==> src/rtl/arb_pkg.sv <==
// Shared definitions for the four-requester Avalon round-robin arbiter.
package arb_pkg;

    localparam int NREQ  = 4;
    localparam int AW    = 16;
    localparam int DW    = 32;
    localparam int CNT_W = 8;

    localparam logic [DW-1:0] ERRDATA_DEFAULT = 32'hDEAD_BEEF;

    typedef enum logic [1:0] {
        ST_IDLE   = 2'd0,
        ST_CMD    = 2'd1,
        ST_RDWAIT = 2'd2
    } arb_state_t;

endpackage

==> src/rtl/rr_pick4.sv <==
// Round-robin priority search: first pending index after 'last', wrapping,
// with 'last' itself considered only after the other three.
module rr_pick4 (
    input  logic [3:0] pending,
    input  logic [1:0] last,
    output logic [1:0] idx,
    output logic       any
);

    logic [1:0] cand;

    // Walk candidates from lowest to highest priority so the highest-priority hit is written last.
    always_comb begin
        // NOTE: every output of a combinational block gets a default first, so no path can leave it unassigned and infer a latch.
        any  = |pending;
        idx  = 2'd0;
        cand = 2'd0;
        for (int k = 4; k >= 1; k--) begin
            cand = last + k[1:0];
            if (pending[cand]) begin
                idx = cand;
            end
        end
    end

endmodule

==> src/rtl/avalon_rr_arbiter4.sv <==
// Four-requester Avalon-MM arbiter onto a single slave: round-robin grant,
// one command at a time, read data returned to the owner or aborted on timeout.
module avalon_rr_arbiter4
    import arb_pkg::*;
#(
    parameter int            TIMEOUT = 255,
    parameter logic [DW-1:0] ERRDATA = ERRDATA_DEFAULT
) (
    input  logic                 clk,
    input  logic                 rst,
    input  logic [NREQ-1:0]      r_write,
    input  logic [NREQ-1:0]      r_read,
    input  logic [NREQ*AW-1:0]   r_address,
    input  logic [NREQ*DW-1:0]   r_writedata,
    output logic [NREQ-1:0]      r_waitrequest,
    output logic [NREQ-1:0]      r_readdatavalid,
    output logic [DW-1:0]        r_readdata,
    output logic                 s_write,
    output logic                 s_read,
    output logic [AW-1:0]        s_address,
    output logic [DW-1:0]        s_writedata,
    input  logic                 s_waitrequest,
    input  logic                 s_readdatavalid,
    input  logic [DW-1:0]        s_readdata,
    output logic [1:0]           grant,
    output logic                 grant_valid,
    output logic                 err_timeout
);

    localparam logic [CNT_W-1:0] TIMEOUT_C = CNT_W'(TIMEOUT);

    arb_state_t       state_q, state_d;
    logic [1:0]       grant_q, grant_d;
    logic [1:0]       last_q, last_d;
    logic [CNT_W-1:0] cnt_q, cnt_d;
    logic             err_q, err_d;

    logic [NREQ-1:0]  pending;
    logic [1:0]       pick_idx;
    logic             pick_any;
    logic             g_write, g_read;
    logic [AW-1:0]    g_address;
    logic [DW-1:0]    g_writedata;

    assign pending     = r_write | r_read;
    assign g_write     = r_write[grant_q];
    assign g_read      = r_read[grant_q];
    assign g_address   = r_address[32'(grant_q) * AW +: AW];
    assign g_writedata = r_writedata[32'(grant_q) * DW +: DW];

    rr_pick4 u_pick (
        .pending (pending),
        .last    (last_q),
        .idx     (pick_idx),
        .any     (pick_any)
    );

    // State, ownership and timeout bookkeeping; reset abandons any transaction in flight.
    always_ff @(posedge clk or posedge rst) begin
        if (rst) begin
            state_q <= ST_IDLE;
            grant_q <= 2'd0;
            last_q  <= 2'd3;
            cnt_q   <= '0;
            err_q   <= 1'b0;
        end else begin
            // NOTE: sequential state uses non-blocking assignments so every register samples pre-edge values.
            state_q <= state_d;
            grant_q <= grant_d;
            last_q  <= last_d;
            cnt_q   <= cnt_d;
            err_q   <= err_d;
        end
    end

    // Next-state and all slave/requester-facing outputs.
    always_comb begin
        state_d         = state_q;
        grant_d         = grant_q;
        last_d          = last_q;
        cnt_d           = cnt_q;
        err_d           = err_q;
        s_write         = 1'b0;
        s_read          = 1'b0;
        s_address       = '0;
        s_writedata     = '0;
        r_waitrequest   = pending;
        r_readdatavalid = '0;
        r_readdata      = '0;

        case (state_q)
            ST_IDLE: begin
                if (pick_any) begin
                    state_d = ST_CMD;
                    grant_d = pick_idx;
                end
            end
            ST_CMD: begin
                // A simultaneous write and read from the owner is issued as a write.
                s_write     = g_write;
                s_read      = g_read & ~g_write;
                s_address   = g_address;
                s_writedata = g_writedata;
                if (!g_write && !g_read) begin
                    state_d = ST_IDLE;
                end else if (!s_waitrequest) begin
                    r_waitrequest[grant_q] = 1'b0;
                    if (g_write) begin
                        state_d = ST_IDLE;
                        last_d  = grant_q;
                    end else begin
                        state_d = ST_RDWAIT;
                        cnt_d   = '0;
                    end
                end
            end
            ST_RDWAIT: begin
                if (s_readdatavalid) begin
                    r_readdatavalid[grant_q] = 1'b1;
                    r_readdata               = s_readdata;
                    state_d                  = ST_IDLE;
                    last_d                   = grant_q;
                end else if (cnt_q == TIMEOUT_C) begin
                    r_readdatavalid[grant_q] = 1'b1;
                    r_readdata               = ERRDATA;
                    err_d                    = 1'b1;
                    state_d                  = ST_IDLE;
                    last_d                   = grant_q;
                end else if (cnt_q != {CNT_W{1'b1}}) begin
                    cnt_d = cnt_q + 1'b1;
                end
            end
            default: begin
                state_d = ST_IDLE;
            end
        endcase
    end

    assign grant       = grant_q;
    assign grant_valid = (state_q == ST_CMD) || (state_q == ST_RDWAIT);
    assign err_timeout = err_q;

endmodule

==> config.mk <==
export PLATFORM = sky130hd
export DESIGN_NAME = avalon_rr_arbiter4
export DESIGN_NICKNAME = d
export VERILOG_FILES = /design/src/rtl/arb_pkg.sv /design/src/rtl/rr_pick4.sv /design/src/rtl/avalon_rr_arbiter4.sv
export SDC_FILE = /design/constraint.sdc
export NUM_CORES = 1
export LEC_CHECK = 0
export CORE_AREA = 2 2 127 129
export DETAILED_ROUTE_END_ITERATION = 10
export DIE_AREA = 0 0 129 131
export PLACE_DENSITY = 0.69
export SLEW_MARGIN = 20
export SYNTH_ARGS = -nofsm -noshare
export SYNTH_HDL_FRONTEND = slang
export SYNTH_SLANG_ARGS = --single-unit
==> constraint.sdc <==
create_clock -name clk -period 5.3 [get_ports clk]
set_clock_uncertainty 0.1 [all_clocks]
set_input_delay 0.53 -clock clk [delete_from_list [all_inputs] [get_ports clk]]
set_output_delay 0.53 -clock clk [all_outputs]
set_load 0.01 [all_outputs]
==> impl_metrics.tcl <==
set metrics [dict create \
    outcome "finished, final reports clean" \
    die_x_um 129 \
    syn_area_um2 2860 \
    power_density_nw_per_um2 371 \
    start_kind "input port" \
    yosys_warnings 0 \
    worstPathArrival_ns 2.69 \
    finalCritPeriodShare 0.627 \
    slew_headroom 0.352 \
    dieArea_um2 16900 \
    drt-total-wl_mm 14.9 \
    ctsLongestPathBuffers 2 \
    hpwlAfterDp_mm 12.3 \
    first_global_vias 3808 \
    hold_path.class "flip-flop to flip-flop" \
    core-area_um2 15600 \
    synth.largest_area_cell "mux4_2" \
    tightest_slew_ns 0.972 \
    row_count 46 \
    layout_common_cells "clkdlybuf4s50_1 (329), and2_1 (51), mux4_2 (48), a21o_1 (25), nand2_1 (12)" \
    cp_slowest_cell "clkdlybuf4s50_1" \
    synthAdderAreaFrac 0.0175 \
    drt_iter0_drc 171 \
    dp_cells 802 \
    htree_levels 1 \
    syn-num-nets 521 \
    cp_top_family "buffers and inverters" \
    timing_hold_violations_final 0 \
    worst_path_most_repeated_cell "clkdlybuf4s50_1" \
    start_util 0.184 \
    grt_pass1_wl_mm 21.0 \
    cts.sinks 15 \
    drc 0 \
    die_y_um 131 \
    ys_seq_elements 15 \
    rsz0062_at_grt "no" \
    highest_layer "met4" \
    holdBufCountCts 0 \
    layout_min_cycle_time_ns 3.32 \
    dr_wl_met2_mm 7.64 \
    ys_types 47 \
    syn_to_final_growth_pct 125 \
    slowest_delay_ns 0.57 \
    synth.avg_cell_area_um2 10.2 \
    antenna_found_initial 1 \
    postCtsSetupRepairBufs 0 \
    cts_made_buffers 3 \
    grt_max_degree 59 \
    grt_usage 0.157 \
    drive_gt1_frac 0.117 \
    synth_area_leaders "mux4_2 (38%), dfrtp_1 (11%), and2_1 (11%), a21o_1 (6.6%), clkbuf_1 (2.4%)" \
    ant_nets 0 \
    vias 3744 \
    fill_cells 1491 \
    yosys.area.top_type_share 0.377 \
    ios 330 \
    irDropWorstVdd_mv 0.253 \
    cp-end-kind "output pin" \
    tns_ns 0 \
    maxCapViolCount 0 \
    synthSimpleGateAreaFrac 0.220 \
    cp.required_ns 4.67 \
    place.gp.congestion 0.877 \
    wire_per_inst_um 18.5 \
    synth_compound_area_frac 0.153 \
    wl_met3_mm 1.56 \
    nets 832 \
    clk_latency_ns 0.25 \
    final_common_cell "clkdlybuf4s50_1" \
    path_max_fanout 6 \
    stdcell_count 808 \
    clockRootBuffer "clkbuf_16" \
    port_buffers 329 \
    synthMuxAreaShare 0.423 \
    first_pass_iters 4 \
    synth_top_family_by_area "multiplexers" \
    path_class "input port to output pin" \
    max_freq_ghz 0.301 \
    syn_inst 281 \
    ys_seq_area_frac 0.132 \
    maxSlewViolCount 0 \
    worstPathCellList "clkdlybuf4s50_1 > mux2_4 > mux2_2 > o21ai_1 > nor2_1 > a31oi_1 > clkdlybuf4s50_1" \
    grt_overflow 0 \
    cp_num_buf_inv 2 \
    setup-violations-final 0 \
    placed_area_um2 6340 \
    synth-xor-area-share 0 \
    clkTransAtPathRegs_ns 0.05 \
    p_leak_nw 2.56 \
    post_cts_resized 0 \
    cts_tree "built" \
    viasPerCell 4.63 \
    postLayoutCellArea_um2 6450 \
    drt-met1-wl_mm 5.56 \
]
cell type report:
cell class                      instances  area, µm²  area share
Sequential cell                        15        383      0.0593
Tap cell                              216        270      0.0419
Antenna cell                            1       2.50    0.000388
Multi-Input combinational cell        230       2330       0.361
Clock buffer                            3       75.1      0.0116
Inverter                                7       26.3     0.00407
Clock inverter                          1       5.00    0.000776
Timing Repair Buffer                  335       3360       0.521
flip-flops by register name, indices dropped and copies added (netlist names):
| register | flops |
|---|---|
| state_q | 2 |
| grant | 2 |
| cnt_q | 8 |
| last_q | 2 |
| err_timeout | 1 |
through the flow:
stage	hold slack, ns	worst slack, ns	utilization	total power (W)
final	0.377	1.98	0.414	0.00239
after global routing	0.382	1.78	0.413	0.00255
after CTS	0.375	1.73	0.412	0.00240
after detailed placement	0.356	1.99	0.407	0.00224
after global placement	0.358	2.07	0.407	0.00221
after floorplan	0.330	2.90	-	0.00134
where the power goes:
group	switching, W	internal [W]	total (W)
clock	0.0000484	0.000101	0.000149
combinational	0.000827	0.00118	0.00201
sequential	0.0000821	0.000153	0.000236
total	0.000957	0.00143	0.00239
worst reg2reg max path: cells and delay by family, from the launching register on:
kind | cells | cell delay, ns
AND/OR/NAND/NOR | 2 | 0.75
multiplexers | 1 | 0.26
buffers and inverters | 1 | 0.09
adder cells (fa/ha/maj) | 1 | 0.81
flip-flops | 1 | 0.39
path summary, 6_finish.rpt:
| kind | start | end | slack (ns) | cells past startpoint |
|---|---|---|---|---|
| setup / recovery | r_write[3] | r_waitrequest[0] | 1.98 | 7 |
| setup reg to reg | state_q[1] | cnt_q[0] | 2.78 | 5 |
| max in group asynchronous | rst | grant[0] | 4.10 | 2 |
| hold reg to reg | err_timeout | err_timeout | 0.38 | 1 |
| hold / removal | err_timeout | err_timeout | 0.38 | 1 |
| min in group asynchronous | rst | err_timeout | 0.55 | 2 |
cells by family (layout without fill, tap and decap cells):
logic type	Yosys count	after routing
and+or+nand+nor	109	109
muxes	59	59
AOI/OAI and AO/OA	58	58
buffers and inverters	36	346
DFF	15	15
adders and majority gates	4	4
other	0	1
synthesized netlist by cell type, drive strengths merged:
library cell and count:
a31o 1, o211ai 1, o2111ai 3, a21oi 3
and2 51, mux2i 4, dfstp 2, nor3 6
a21o 25, nand3 5, nor2 10, inv 7
nand2 12, and3 10, or2 1, mux2 7
o2bb2ai 3, a211oi 1, a32o 1, a31oi 5
buf 11, a22o 2, o22ai 1, o21ba 1
dfrtp 13, o41ai 1, nor4 1, nand2b 5
nand4b 1, o21a 2, and4 2, nor3b 1
mux4 48, a41oi 1, or4 2, clkbuf 18
ha 4, o21ai 6, a22oi 1, nand4 1
nor2b 1
routing by layer:
| metal | up-vias | global-route usage |
|---|---|---|
| li1 | 1714 | - |
| met1 | 1799 | 0.179 |
| met2 | 216 | 0.294 |
| met3 | 15 | 0.0493 |
| met4 | 0 | 0.0224 |
| met5 | - | 0 |
(Power assumes the default switching activity.)
